==> config.mk <==
export PLATFORM = sky130hd
export DESIGN_NAME = prog_load_ctrl
export DESIGN_NICKNAME = d
export VERILOG_FILES = /design/src/rtl/prog_load_ctrl.sv
export SDC_FILE = /design/constraint.sdc
export NUM_CORES = 1
export LEC_CHECK = 0
export ABC_CLOCK_PERIOD_IN_PS = 6600
export BUFFER_PORTS_ARGS = -buffer_cell sky130_fd_sc_hd__buf_2
export CAP_MARGIN = 20
export CORE_UTILIZATION = 45
export CTS_CLUSTER_DIAMETER = 30
export DETAILED_ROUTE_END_ITERATION = 12
export GPL_TIMING_DRIVEN = 0
export PLACE_DENSITY = 0.66
export SETUP_SLACK_MARGIN = 0.5
export SLEW_MARGIN = 15
export SYNTH_ARGS = -nofsm -noshare
export SYNTH_HDL_FRONTEND = slang
export SYNTH_SLANG_ARGS = --single-unit
==> constraint.sdc <==
create_clock -name clk -period 6.6 [get_ports clk]
set_input_delay 0.99 -clock clk [delete_from_list [all_inputs] [get_ports clk]]
set_output_delay 0.99 -clock clk [all_outputs]
set_load 0.005 [all_outputs]
==> src/rtl/prog_load_ctrl.sv <==
// prog_load_ctrl: program loader and run sequencer for a processor core and its
// instruction memory.
//
// The core is held in reset while a host streams a program in over a byte-wide
// valid/ready port. The stream is LEN_LO, LEN_HI, then 2*LEN bytes, with each word
// sent low byte first. The words are written to instruction memory and the core
// is then released. It runs until it raises halt. The core is then parked with
// its state preserved, and the number of enabled cycles is reported.
//
// Parameters:
//   ADDR_W     instruction memory address width; capacity is 2^ADDR_W words
//   CNT_W      run-cycle counter width
//
// Ports:
//   clk, rst   clock; synchronous active-high reset
//   start      begin a load (honoured only when idle or halted)
//   in_data    host byte
//   in_valid   host byte valid
//   in_ready   controller ready (a transfer occurs on in_valid & in_ready)
//   mem_we     one-cycle write strobe per word
//   mem_waddr  write address
//   mem_wdata  write data
//   cpu_rst    processor reset
//   cpu_en     processor clock enable
//   halt       processor halt flag
//   busy       controller is neither idle nor halted
//   done       the run ended on halt
//   err        the load was rejected because the length exceeds memory capacity
//   cycles     enabled cycles since the last start (saturating)
//
// Optional build macro PCTL_STEP_EN adds the step_mode and step inputs. While in
// RUN with step_mode=1, each cycle with step=1 enables the core for exactly one
// following cycle.
module prog_load_ctrl #(
  parameter int unsigned ADDR_W = 10,
  parameter int unsigned CNT_W  = 32
) (
  input  logic              clk,
  input  logic              rst,
  input  logic              start,
  input  logic [7:0]        in_data,
  input  logic              in_valid,
  output logic              in_ready,
  output logic              mem_we,
  output logic [ADDR_W-1:0] mem_waddr,
  output logic [15:0]       mem_wdata,
  output logic              cpu_rst,
  output logic              cpu_en,
  input  logic              halt,
`ifdef PCTL_STEP_EN
  input  logic              step_mode,
  input  logic              step,
`endif
  output logic              busy,
  output logic              done,
  output logic              err,
  output logic [CNT_W-1:0]  cycles
);

  localparam int unsigned MemWords = 1 << ADDR_W;

  typedef enum logic [2:0] {
    StIdle,
    StLenLo,
    StLenHi,
    StDataLo,
    StDataHi,
    StArm,
    StRun,
    StHalt
  } state_e;

  state_e              state_q;
  logic [15:0]         len_q;
  logic [7:0]          lo_q;
  logic [ADDR_W-1:0]   idx_q;
  logic                xfer;
  logic                run_en;
  logic [15:0]         len_full;

  assign xfer     = in_valid & in_ready;
  assign busy     = (state_q != StIdle) && (state_q != StHalt);
  // Full length as it becomes known on the LEN_HI transfer.
  assign len_full = {in_data, len_q[7:0]};

  // Value cpu_en takes for the next RUN cycle.
`ifdef PCTL_STEP_EN
  assign run_en = ~step_mode | step;
`else
  assign run_en = 1'b1;
`endif

  always_ff @(posedge clk) begin
    if (rst) begin
      state_q   <= StIdle;
      len_q     <= '0;
      lo_q      <= '0;
      idx_q     <= '0;
      in_ready  <= 1'b0;
      mem_we    <= 1'b0;
      mem_waddr <= '0;
      mem_wdata <= '0;
      cpu_rst   <= 1'b1;
      cpu_en    <= 1'b0;
      done      <= 1'b0;
      err       <= 1'b0;
      cycles    <= '0;
    end else begin
      mem_we <= 1'b0;
      // Count every edge on which the core was enabled. The halting edge is included.
      if (cpu_en && (cycles != '1)) begin
        cycles <= cycles + CNT_W'(1);
      end

      case (state_q)
        StIdle, StHalt: begin
          if (start) begin
            state_q  <= StLenLo;
            in_ready <= 1'b1;
            done     <= 1'b0;
            err      <= 1'b0;
            cycles   <= '0;
            cpu_rst  <= 1'b1;
            cpu_en   <= 1'b0;
          end
        end
        StLenLo: begin
          if (xfer) begin
            len_q[7:0] <= in_data;
            state_q    <= StLenHi;
          end
        end
        StLenHi: begin
          if (xfer) begin
            len_q[15:8] <= in_data;
            if (len_full == 16'd0) begin
              state_q  <= StArm;
              in_ready <= 1'b0;
            end else if (32'(len_full) > MemWords) begin
              err      <= 1'b1;
              state_q  <= StIdle;
              in_ready <= 1'b0;
            end else begin
              idx_q   <= '0;
              state_q <= StDataLo;
            end
          end
        end
        StDataLo: begin
          if (xfer) begin
            lo_q    <= in_data;
            state_q <= StDataHi;
          end
        end
        StDataHi: begin
          if (xfer) begin
            mem_we    <= 1'b1;
            mem_waddr <= idx_q;
            mem_wdata <= {in_data, lo_q};
            idx_q     <= idx_q + ADDR_W'(1);
            // The last write lands in the ARM cycle, while the core is still in reset.
            if (32'(idx_q) == 32'(len_q) - 32'd1) begin
              state_q  <= StArm;
              in_ready <= 1'b0;
            end else begin
              state_q <= StDataLo;
            end
          end
        end
        StArm: begin
          // halt is not looked at here. The core has not run yet.
          state_q <= StRun;
          cpu_rst <= 1'b0;
          cpu_en  <= run_en;
        end
        StRun: begin
          if (halt) begin
            // Stop the clock but keep the core out of reset so its state can be inspected.
            cpu_en  <= 1'b0;
            done    <= 1'b1;
            state_q <= StHalt;
          end else begin
            cpu_en <= run_en;
          end
        end
        default: state_q <= StIdle;
      endcase
    end
  end

endmodule

## Word level (Yosys, flattened, before mapping)

Index checks and enable logic that the tools add are counted.
Widths: inputs -> output; s select.

- Register bits after elaboration: 101
- Bits in latches: 0
- Memory bits (writable): 0
- ROM bits: 0
- Input bits: 13
- Output and inout port bits: 65
- Word-level logic and storage cells: 101
- Memories kept: 0

- $add $sub $neg: 3
- Multiply operators: 0
- Div/mod/pow operators: 0
- $lt $le $gt $ge: 1
- Equality and inequality tests: 21
- Shift-type cells: 0
- Multiplexer cells: 36
- Bitwise gates (word level): 2
- Reductions and logical operators: 24

Operators by type and width:

| operator | count |
|---|---|
| $mux 32 | 3 |
| $mux 10 | 4 |
| $add 32x1->32 const B | 1 |
| $eq 10x32->1 | 1 |
| $ne 32x32->1 const B | 1 |
| $mux 3 | 8 |
| $pmux 3 s7 | 1 |
| $ne 2x2->1 const B | 10 |
| $pmux 10 s2 | 1 |
| $sub 16x1->17 const B | 1 |
| $gt 16x11->1 const B | 1 |
| $logic_not 16->1 | 1 |
| $mux 1 | 13 |
| $eq 3x3->1 const B | 4 |
| $reduce_and 2->1 | 6 |
| $reduce_and 6->1 | 2 |
| $add 10x1->10 const B | 1 |
| $reduce_and 5->1 | 2 |
| $reduce_bool 3->1 | 3 |
| $reduce_bool 2->1 | 4 |
| $eq 3x2->1 const B | 2 |
| $ne 3x3->1 const B | 2 |
| $pmux 1 s2 | 3 |
| $pmux 1 s3 | 2 |
| 8 further kinds | 10 |

## Depth between registers and ports, before layout

Gate-level depths: netlist of run 1.

- Word-level depth: 5
- Depth in mapped cells: 8
- Mapped depth without buffers: 8

## Worst setup path after synthesis of run 1

No wires, ideal clock.

- Path type: input -> register
- Start point: in in_data[6]
- End point: reg idx_q[9]
- Setup time: 71 ps
- Arrival: 2524 ps
- Required time: 6529 ps
- Path slack: 4006 ps
- Stages: 5
- Buffers on the path: 0
- Path through: or4_1 -> nor2_2 -> a31oi_2 -> or4_1 -> a21oi_1

- Word-level cells in the longest chain between the ends: 3
- Elaborated cells between the ends (all ways): 5
- Classes of those cells: order compare (1); eq/ne (2); reduce/logical (2)

RTL lines:

| what | line | source |
|---|---|---|
| start, declared | 41 | `input logic [7:0] in_data,` |
| $gt 16x11->1 or $logic_not 16->1 (tied branches) | 139, 136 |  |
| $ne 2x2->1 (no line) | n/a |  |
| $reduce_and 5->1 (no line) * | n/a |  |
| end signal, assigned | 160 | `idx_q <= idx_q + ADDR_W'(1);` |
| end, declared | 76 | `logic [ADDR_W-1:0] idx_q;` |

Mark *: on every way between the ends. The rest lies on a longest branch, timed or not.
A chain may end at the register's enable or synchronous reset.

## Worst setup path after layout of run 1

- Start point: reg len_q[0]
- End point: reg idx_q[9]

- Word-level cells in the longest chain between the ends: 3
- Elaborated cells between the ends (all ways): 5
- Classes of those cells: order compare (1); eq/ne (2); reduce/logical (2)

RTL lines:

| what | line | source |
|---|---|---|
| start, declared | 74 | `logic [15:0] len_q;` |
| start signal, assigned | 129 | `len_q[7:0] <= in_data;` |
| $gt 16x11->1 or $logic_not 16->1 (tied branches) | 139, 136 |  |
| $ne 2x2->1 (no line) | n/a |  |
| $reduce_and 5->1 (no line) * | n/a |  |

Marks and branches as above.

==> results of run 1 <==
stage by stage:
stage	hold slack (ns)	instances
final	0.455	829
after global routing	0.480	829
after CTS	0.458	829
after detailed placement	0.445	814
after global placement	0.438	814
after floorplan	0.431	602
kinds of logic (layout without fill, tap and decap cells):
| family | Yosys count | in the layout | synth area share (%) |
|---|---|---|---|
| AOI/OAI and AO/OA | 128 | 128 | 16.5 |
| buffers and inverters | 48 | 139 | 4.15 |
| adders and majority gates | 3 | 3 | 0.760 |
| muxes | 23 | 23 | 4.66 |
| xor gates and xnor gates | 37 | 37 | 6.56 |
| DFF | 101 | 101 | 40.9 |
| and+or+nand+nor | 262 | 262 | 26.4 |
registers in the layout (all words and copies together) (netlist names):
name	cells
cycles	32
len_q	16
mem_wdata	16
idx_q	10
mem_waddr	10
lo_q	8
state_q	3
cpu_en	1
cpu_rst	1
done	1
err	1
in_ready	1
mem_we	1
how the worst min path moves through the flow:
stage / end / slack [ns]
floorplan: mem_wdata[0] / 0.43
global placement: mem_wdata[12] / 0.44
detailed placement: mem_wdata[9] / 0.45
CTS: mem_wdata[9] / 0.46
global route: mem_wdata[10] / 0.48
finish: mem_wdata[9] / 0.45
critical path, delay by kind of cell (launching register included):
| family | cells | cell delay (ns) |
|---|---|---|
| buffers and inverters | 1 | 0.08 |
| XOR/XNOR | 1 | 0.43 |
| adder cells (fa/ha/maj) | 1 | 0.18 |
| AO/OA/AOI/OAI | 2 | 0.40 |
| flip-flops | 1 | 0.36 |
| AND/OR/NAND/NOR | 3 | 1.34 |
layout by cell type, fill, tap and decap left out, types with 3 or more instances in the layout:
| master | instances |
|---|---|
| nand3_1 | 24 |
| xnor2_1 | 29 |
| or3_1 | 6 |
| a31oi_1 | 7 |
| a211oi_1 | 7 |
| clkbuf_1 | 26 |
| o211ai_1 | 5 |
| clkbuf_8 | 10 |
| nand2_1 | 91 |
| ha_1 | 3 |
| o21ai_0 | 19 |
| o21ai_1 | 8 |
| nor4_1 | 8 |
| nand3b_1 | 4 |
| buf_2 | 77 |
| nand4_1 | 9 |
| dfxtp_1 | 101 |
| buf_6 | 3 |
| and4_1 | 3 |
| nor3b_1 | 6 |
| nor3_1 | 11 |
| nor4_4 | 3 |
| inv_1 | 14 |
| a21oi_1 | 52 |
| xor2_1 | 8 |
| a311oi_1 | 3 |
| or4_1 | 7 |
| and2_1 | 3 |
| nor2_1 | 67 |
| mux2i_1 | 23 |
| and3_1 | 9 |
cell type report:
class,count,share of cell area (%)
clock buffer,10,2.42
inverter,16,1.06
buffer,32,2.55
sequential,101,35.6
multi-input combinational,453,47.7
clock inverter,5,1.06
tap,136,2.99
timing repair buffer,76,6.69
power by group:
part	switching (mW)	total (mW)	internal (mW)
Sequential	0.00912	0.624	0.615
Combinational	0.0804	0.124	0.0438
Clock	0.216	0.402	0.185
Total	0.306	1.15	0.844
routing by layer:
layer / GRT usage, % / vias to the layer above / part of all wire [%]
li1: - / 2315 / -
met1: 32.5 / 2200 / 48
met2: 38.0 / 130 / 46
met3: 2.55 / 12 / 4.8
met4: 7.34 / 0 / 1.1
met5: 0 / - / 0
==> key figures, run 1 <==
Status
  • Outcome: complete, no violations

Timing
  • Tmin final: 2.85 ns
  • Final setup vio count: 0
  • Fmax: 0.351 GHz
  • Final Hold Viols: 0
  • Final WS setup: 3.75 ns
  • Post-Route Skew: 0.00936 ns
  • Slew @ Worst Pin: 0.966 ns
  • RSZ-0062 raised after global routing: false
  • Final Max Tran Viols: 0
  • Post-route setup TNS: 0 ns
  • Final worst-path cycle share: 43.1%
  • Slew headroom: 35.1%

Floorplan
  • Die width: 107 um
  • # IOs: 78
  • Core Area: 10500 sq um
  • DIE HEIGHT: 107 um
  • Full die area: 11400 sq um
  • Num rows: 37
  • Initial Util: 47.2%

Synthesis
  • Count leader, synth: dfxtp_1
  • Post-synthesis cell type count: 63
  • Top FF cell, synth: dfxtp_1
  • Total number of yosys warnings: 0
  • Leading area contributor after synthesis: dfxtp_1
  • FFs w/ async S/R, synth: 0%
  • Share of the synthesized area in the top cell type: 40.9%
  • Yosys reg bits: 101
  • Cell Area, Synth: 4940 sq um
  • Sequential share of the synthesized area: 40.9%
  • Commonest cells post-synth: dfxtp_1 (101), nand2_1 (91), nor2_1 (67), a21oi_1 (52), xnor2_1 (29)
  • Synth area leaders: dfxtp_1 (41%), nand2_1 (6.9%), a21oi_1 (5.3%)
  • Net Count, Synth: 618
  • Post-Synthesis Cells: 602
  • EDFF count, synth: 0
  • Mean post-synth cell area: 8.20 sq um

Finish
  • Post-Layout Inst Area: 5690 sq um
  • Antenna cells: 0
  • Sequential cell area: 2020 sq um
  • Multi-input logic area: 2710 sq um
  • Nets: 705
  • Layout Utilization: 54.4%
  • Fillers: 1048
  • Share of cells above drive strength 1: 15.7%
  • Area growth syn-to-layout: 15.2%

Setup path
  • Crit. End Element: flop
  • FF-to-FF End: idx_q[9]
  • Worst setup startpoint: len_q[0]
  • Reg-to-reg slack, setup: 3.75 ns
  • CP Data Required Time: 6.88 ns
  • Crit start category: flop
  • Crit-path slowest cell: nor3b_1
  • Critical Path End: idx_q[9]
  • Crit-path max cell delay: 0.56 ns
  • Crit Path Class: flop to flop
  • Worst-path cell chain: inv_1, ha_1, nor3b_1, nand3_1, xor2_1, a31oi_2, or4_1, a21oi_1
  • Crit path DAT: 3.13 ns
  • Worst reg2reg path depth: 8
  • Critical Path Fanout Max: 8
  • Reg2reg start: len_q[0]

Power and ir drop
  • Leakage power total: 2.05 nW
  • Peak supply drop: 0.128 mV
  • Final Total Pwr: 1.15 mW
  • Pwr dens: 202 nW/um^2

Routing
  • WL/cell: 15.5 um
  • DR vias: 4657
  • Final WL: 12.9 mm
  • Routed vias/inst: 5.62
  • DR iter-0 viols: 314
  • Antenna-violating nets left: 0
  • DR pass1 iterations: 4
  • Drt drc: 0

GRT
  • Initial antenna violation count: 0
  • Pin count of the biggest net entering global routing: 17
  • First-pass GRT wire length: 21.4 mm
  • GRT Util Overall: 23.4%
  • Number of global-route vias before repair: 4404
  • Gr ovfl total: 0

Placed design
  • Pre-CTS WS: 3.62 ns
  • Placer Congestion: 0.888
  • DP HPWL: 9.62 mm
  • IO Port Bufs: 76
  • Post-place instance area: 5490 sq um

Flow run
  • Max-Cap Viols: 0

Clocking
  • Sink Count: 101
  • Clk Tree Root Cell: clkbuf_8
  • Worst skew pair latency: 0.36 ns
  • CTS Buffer Depth: 2
  • CTS tree: built
  • CTS Buf Count: 9
  • H-Tree Depth: 3
  • Post-CTS Resized: 0
  • Postcts setup bufs: 0
  • Clock slew at reported path FFs: 0.09 ns
  • Cts-stage hold buffer count: 0

Hold path
  • Worst min-delay path class: flop to flop
  • Hold Startpoint: mem_wdata[9]
  • Hold depth: 2
(Power assumes the default switching activity.)
==> run 2, diff against run 1 <==
--- a/config.mk
+++ b/config.mk
@@ -5,14 +5,14 @@
 export SDC_FILE = /design/constraint.sdc
 export NUM_CORES = 1
 export LEC_CHECK = 0
-export ABC_CLOCK_PERIOD_IN_PS = 6600
+export ABC_CLOCK_PERIOD_IN_PS = 2400
 export BUFFER_PORTS_ARGS = -buffer_cell sky130_fd_sc_hd__buf_2
 export CAP_MARGIN = 20
 export CORE_UTILIZATION = 45
 export CTS_CLUSTER_DIAMETER = 30
 export DETAILED_ROUTE_END_ITERATION = 12
 export GPL_TIMING_DRIVEN = 0
-export PLACE_DENSITY = 0.66
+export PLACE_DENSITY = 0.68
 export SETUP_SLACK_MARGIN = 0.5
 export SLEW_MARGIN = 15
 export SYNTH_ARGS = -nofsm -noshare
==> constraint.sdc (replaced) <==
create_clock -name clk -period 2.4 [get_ports clk]
set_input_delay 0.36 -clock clk [delete_from_list [all_inputs] [get_ports clk]]
set_output_delay 0.36 -clock clk [all_outputs]
set_load 0.005 [all_outputs]
==> run 2 against run 1 <==
  * Sequential share of layout area is 4.2 points lower
  * Wire length is 13% higher
  * Critical endpoint is now in_ready
  * Critical path depth is 2 lower
  * Hold slack worse by 0.17 ns
  * Sequential cell count unchanged
  * First-iteration DRC count is 17% lower
  * Via count increased by 7.0%
  * Largest cell class unchanged
  * Fmax is 32% higher
  * Non-clock buffer count up 33
==> key figures, run 2 (synthesized netlist as in run 1, its figures left out) <==
Setup path
  • CP Data Required Time: 2.65 ns (was 6.88 ns)
  • CP bufs+invs: 0 (was 1)
  • Crit path DAT: 2.40 ns (was 3.13 ns)
  • Crit-path max cell delay: 0.59 ns (was 0.56 ns)
  • Reg-to-reg slack, setup: 0.24 ns (was 3.75 ns)
  • Reg2reg start: len_q[7] (was len_q[0])
  • Worst reg2reg path depth: 6 (was 8)
  • Crit Path Class: flop to flop (unchanged)
  • Crit. End Element: flop (unchanged)
  • Crit-path slowest cell: or4_4 (was nor3b_1)
  • Critical Path Fanout Max: 6 (was 8)
  • Crit-path leading delay family: simple AND/OR/NAND/NOR gates (unchanged)
  • FF-to-FF End: in_ready (was idx_q[9])
  • Worst-path cell chain: or4_4, nor4_4, a31oi_1, a311o_1, nor4_4, a31oi_1 (was inv_1, ha_1, nor3b_1, nand3_1, xor2_1, a31oi_2, or4_1, a21oi_1)
  • Crit start category: flop (unchanged)

Clocking
  • CTS Buf Count: 9 (unchanged)
  • Clk Tree Root Cell: clkbuf_8 (unchanged)
  • Sink Count: 101 (unchanged)
  • CTS tree: built (unchanged)
  • Clock slew at reported path FFs: 0.10 ns (was 0.09 ns)
  • CTS Buffer Depth: 2 (unchanged)
  • Worst skew pair latency: 0.36 ns (about the same)
  • H-Tree Depth: 3 (unchanged)

Timing
  • Fmax: 0.464 GHz (was 0.351 GHz)
  • Slew @ Worst Pin: 0.667 ns (was 0.966 ns)
  • Final worst-path cycle share: 89.9% (was 43.1%)
  • RSZ-0062 raised after global routing: true (was false)
  • Final WS setup: 0.243 ns (was 3.75 ns)
  • Final setup vio count: 0 (unchanged)
  • Final Hold Viols: 0 (unchanged)
  • WHS: 0.289 ns (was 0.455 ns)
  • Post-Route Skew: 0.00973 ns (was 0.00936 ns)
  • Tmin final: 2.16 ns (was 2.85 ns)
  • Final Max Tran Viols: 0 (unchanged)
  • Slew headroom: 55.6% (was 35.1%)
  • Post-route setup TNS: 0 ns (unchanged)

Routing
  • DR iter-0 viols: 262 (was 314)
  • Drt drc: 0 (unchanged)
  • DR vias: 4985 (was 4657)
  • Routed vias/inst: 5.78 (was 5.62)
  • Antenna-violating nets left: 0 (unchanged)
  • Final WL: 14.5 mm (was 12.9 mm)
  • WL/cell: 16.8 um (was 15.5 um)
  • DR pass1 iterations: 5 (was 4)

Placed design
  • IO Port Bufs: 76 (unchanged)
  • Post-place instance area: 5560 sq um (was 5490 sq um)
  • Placed cells: 814 (unchanged)
  • Pre-CTS WS: -0.0878 ns (was 3.62 ns)
  • DP HPWL: 9.63 mm (was 9.62 mm)
  • Placer Congestion: 0.903 (was 0.888)

Finish
  • Share of cells above drive strength 1: 34.6% (was 15.7%)
  • Leading cell type in the layout, fill and taps excluded: nand2_1 (was dfxtp_1)
  • Max reg flops: 32 (unchanged)
  • Nets: 738 (was 705)
  • Area growth syn-to-layout: 34.6% (was 15.2%)
  • Register bank with the most flops: cycles (unchanged)
  • Antenna cells: 0 (unchanged)
  • Commonest non-fill, non-tap cells in the layout: nand2_1 (83), buf_2 (79), dfxtp_1 (73) (was dfxtp_1 (101), nand2_1 (91), buf_2 (77))
  • Regs by FF count: cycles: 32 flops, len_q: 16 flops, mem_wdata: 16 flops (unchanged)
  • Post-Layout Inst Area: 6650 sq um (was 5690 sq um)
  • Layout Utilization: 63.5% (was 54.4%)
  • Fin cells: 862 (was 829)

Floorplan
  • DIE HEIGHT: 107 um (unchanged)
  • # IOs: 78 (unchanged)
  • Initial Util: 47.2% (unchanged)
  • Full die area: 11400 sq um (unchanged)
  • Die width: 107 um (unchanged)
  • Num rows: 37 (unchanged)
  • Core Area: 10500 sq um (unchanged)

Power and ir drop
  • Pwr dens: 489 nW/um^2 (was 202 nW/um^2)
  • Leakage power total: 2.48 nW (was 2.05 nW)
  • Final Total Pwr: 3.25 mW (was 1.15 mW)
  • Peak supply drop: 0.360 mV (was 0.128 mV)

GRT
  • GR Util met3: 4.56% (was 2.55%)
  • Busiest grt layer: met2 (unchanged)
  • First-pass GRT wire length: 22.5 mm (was 21.4 mm)
  • GRT Util Overall: 24.8% (was 23.4%)
  • Number of global-route vias before repair: 4517 (was 4404)
  • Met1 Track Usage GR: 33.2% (was 32.5%)
  • Initial antenna violation count: 0 (unchanged)
  • Gr ovfl total: 0 (unchanged)
  • Pin count of the biggest net entering global routing: 17 (unchanged)
  • Met2 usage: 41.3% (was 38.0%)

Status
  • Outcome: complete, no violations (unchanged)

Hold path
  • Worst Hold End: mem_wdata[14] (was mem_wdata[9])
  • Worst min-delay path class: input port to flop (was flop to flop)
  • Hold Startpoint: in_data[6] (was mem_wdata[9])
  • Hold depth: 3 (was 2)

Flow run
  • Max-Cap Viols: 0 (unchanged)
-- run 2: what timing repair did --
| item | 4_1_cts | 5_1_grt |
|---|---|---|
| cloned | 0 | 1 |
| setup buffers | 19 | 13 |
| pin swaps | 16 | 38 |
| endpoints found under the setup margin | 98 | 82 |
| hold buffers | 0 | 0 |
| gates resized for setup | 70 | 108 |
-- run 2: worst register-to-register path, delay by kind of cell, from the launching register on --
family          cells  cell delay, ns
simple gates        3            1.08
compound gates      3            0.58
flops               1            0.38
-- run 2: power by group --
group	internal, mW	switching, mW
clock	0.509	0.599
sequential	1.68	0.0293
combinational	0.171	0.256
total	2.36	0.885
-- run 2: cell type report --
cell class              count  area [sq um]
fillers                   899          3820
multi-input cells         453          3210
flip-flops and latches    101          2080
repair buffers            109           717
plain buffers              32           206
well taps                 136           170
clock buffers              10           138
clock inverters             5          60.1
inverters                  16          60.1
-- run 2: per-layer routing --
metal	wire length, um	vias up
met2	7090	172
li1	-	2387
met1	6400	2403
met5	0	-
met4	211	0
met3	814	23
-- run 2: worst max path at each step --
stage               start    endpoint  cells after the start
2_1_floorplan    len_q[0]    idx_q[9]                      8
3_3_place_gp   state_q[1]  cycles[11]                      8
3_5_place_dp   state_q[1]   cycles[4]                      8
4_1_cts          len_q[0]  state_q[1]                      7
5_1_grt          len_q[0]    in_ready                      7
6_report         len_q[7]    in_ready                      6
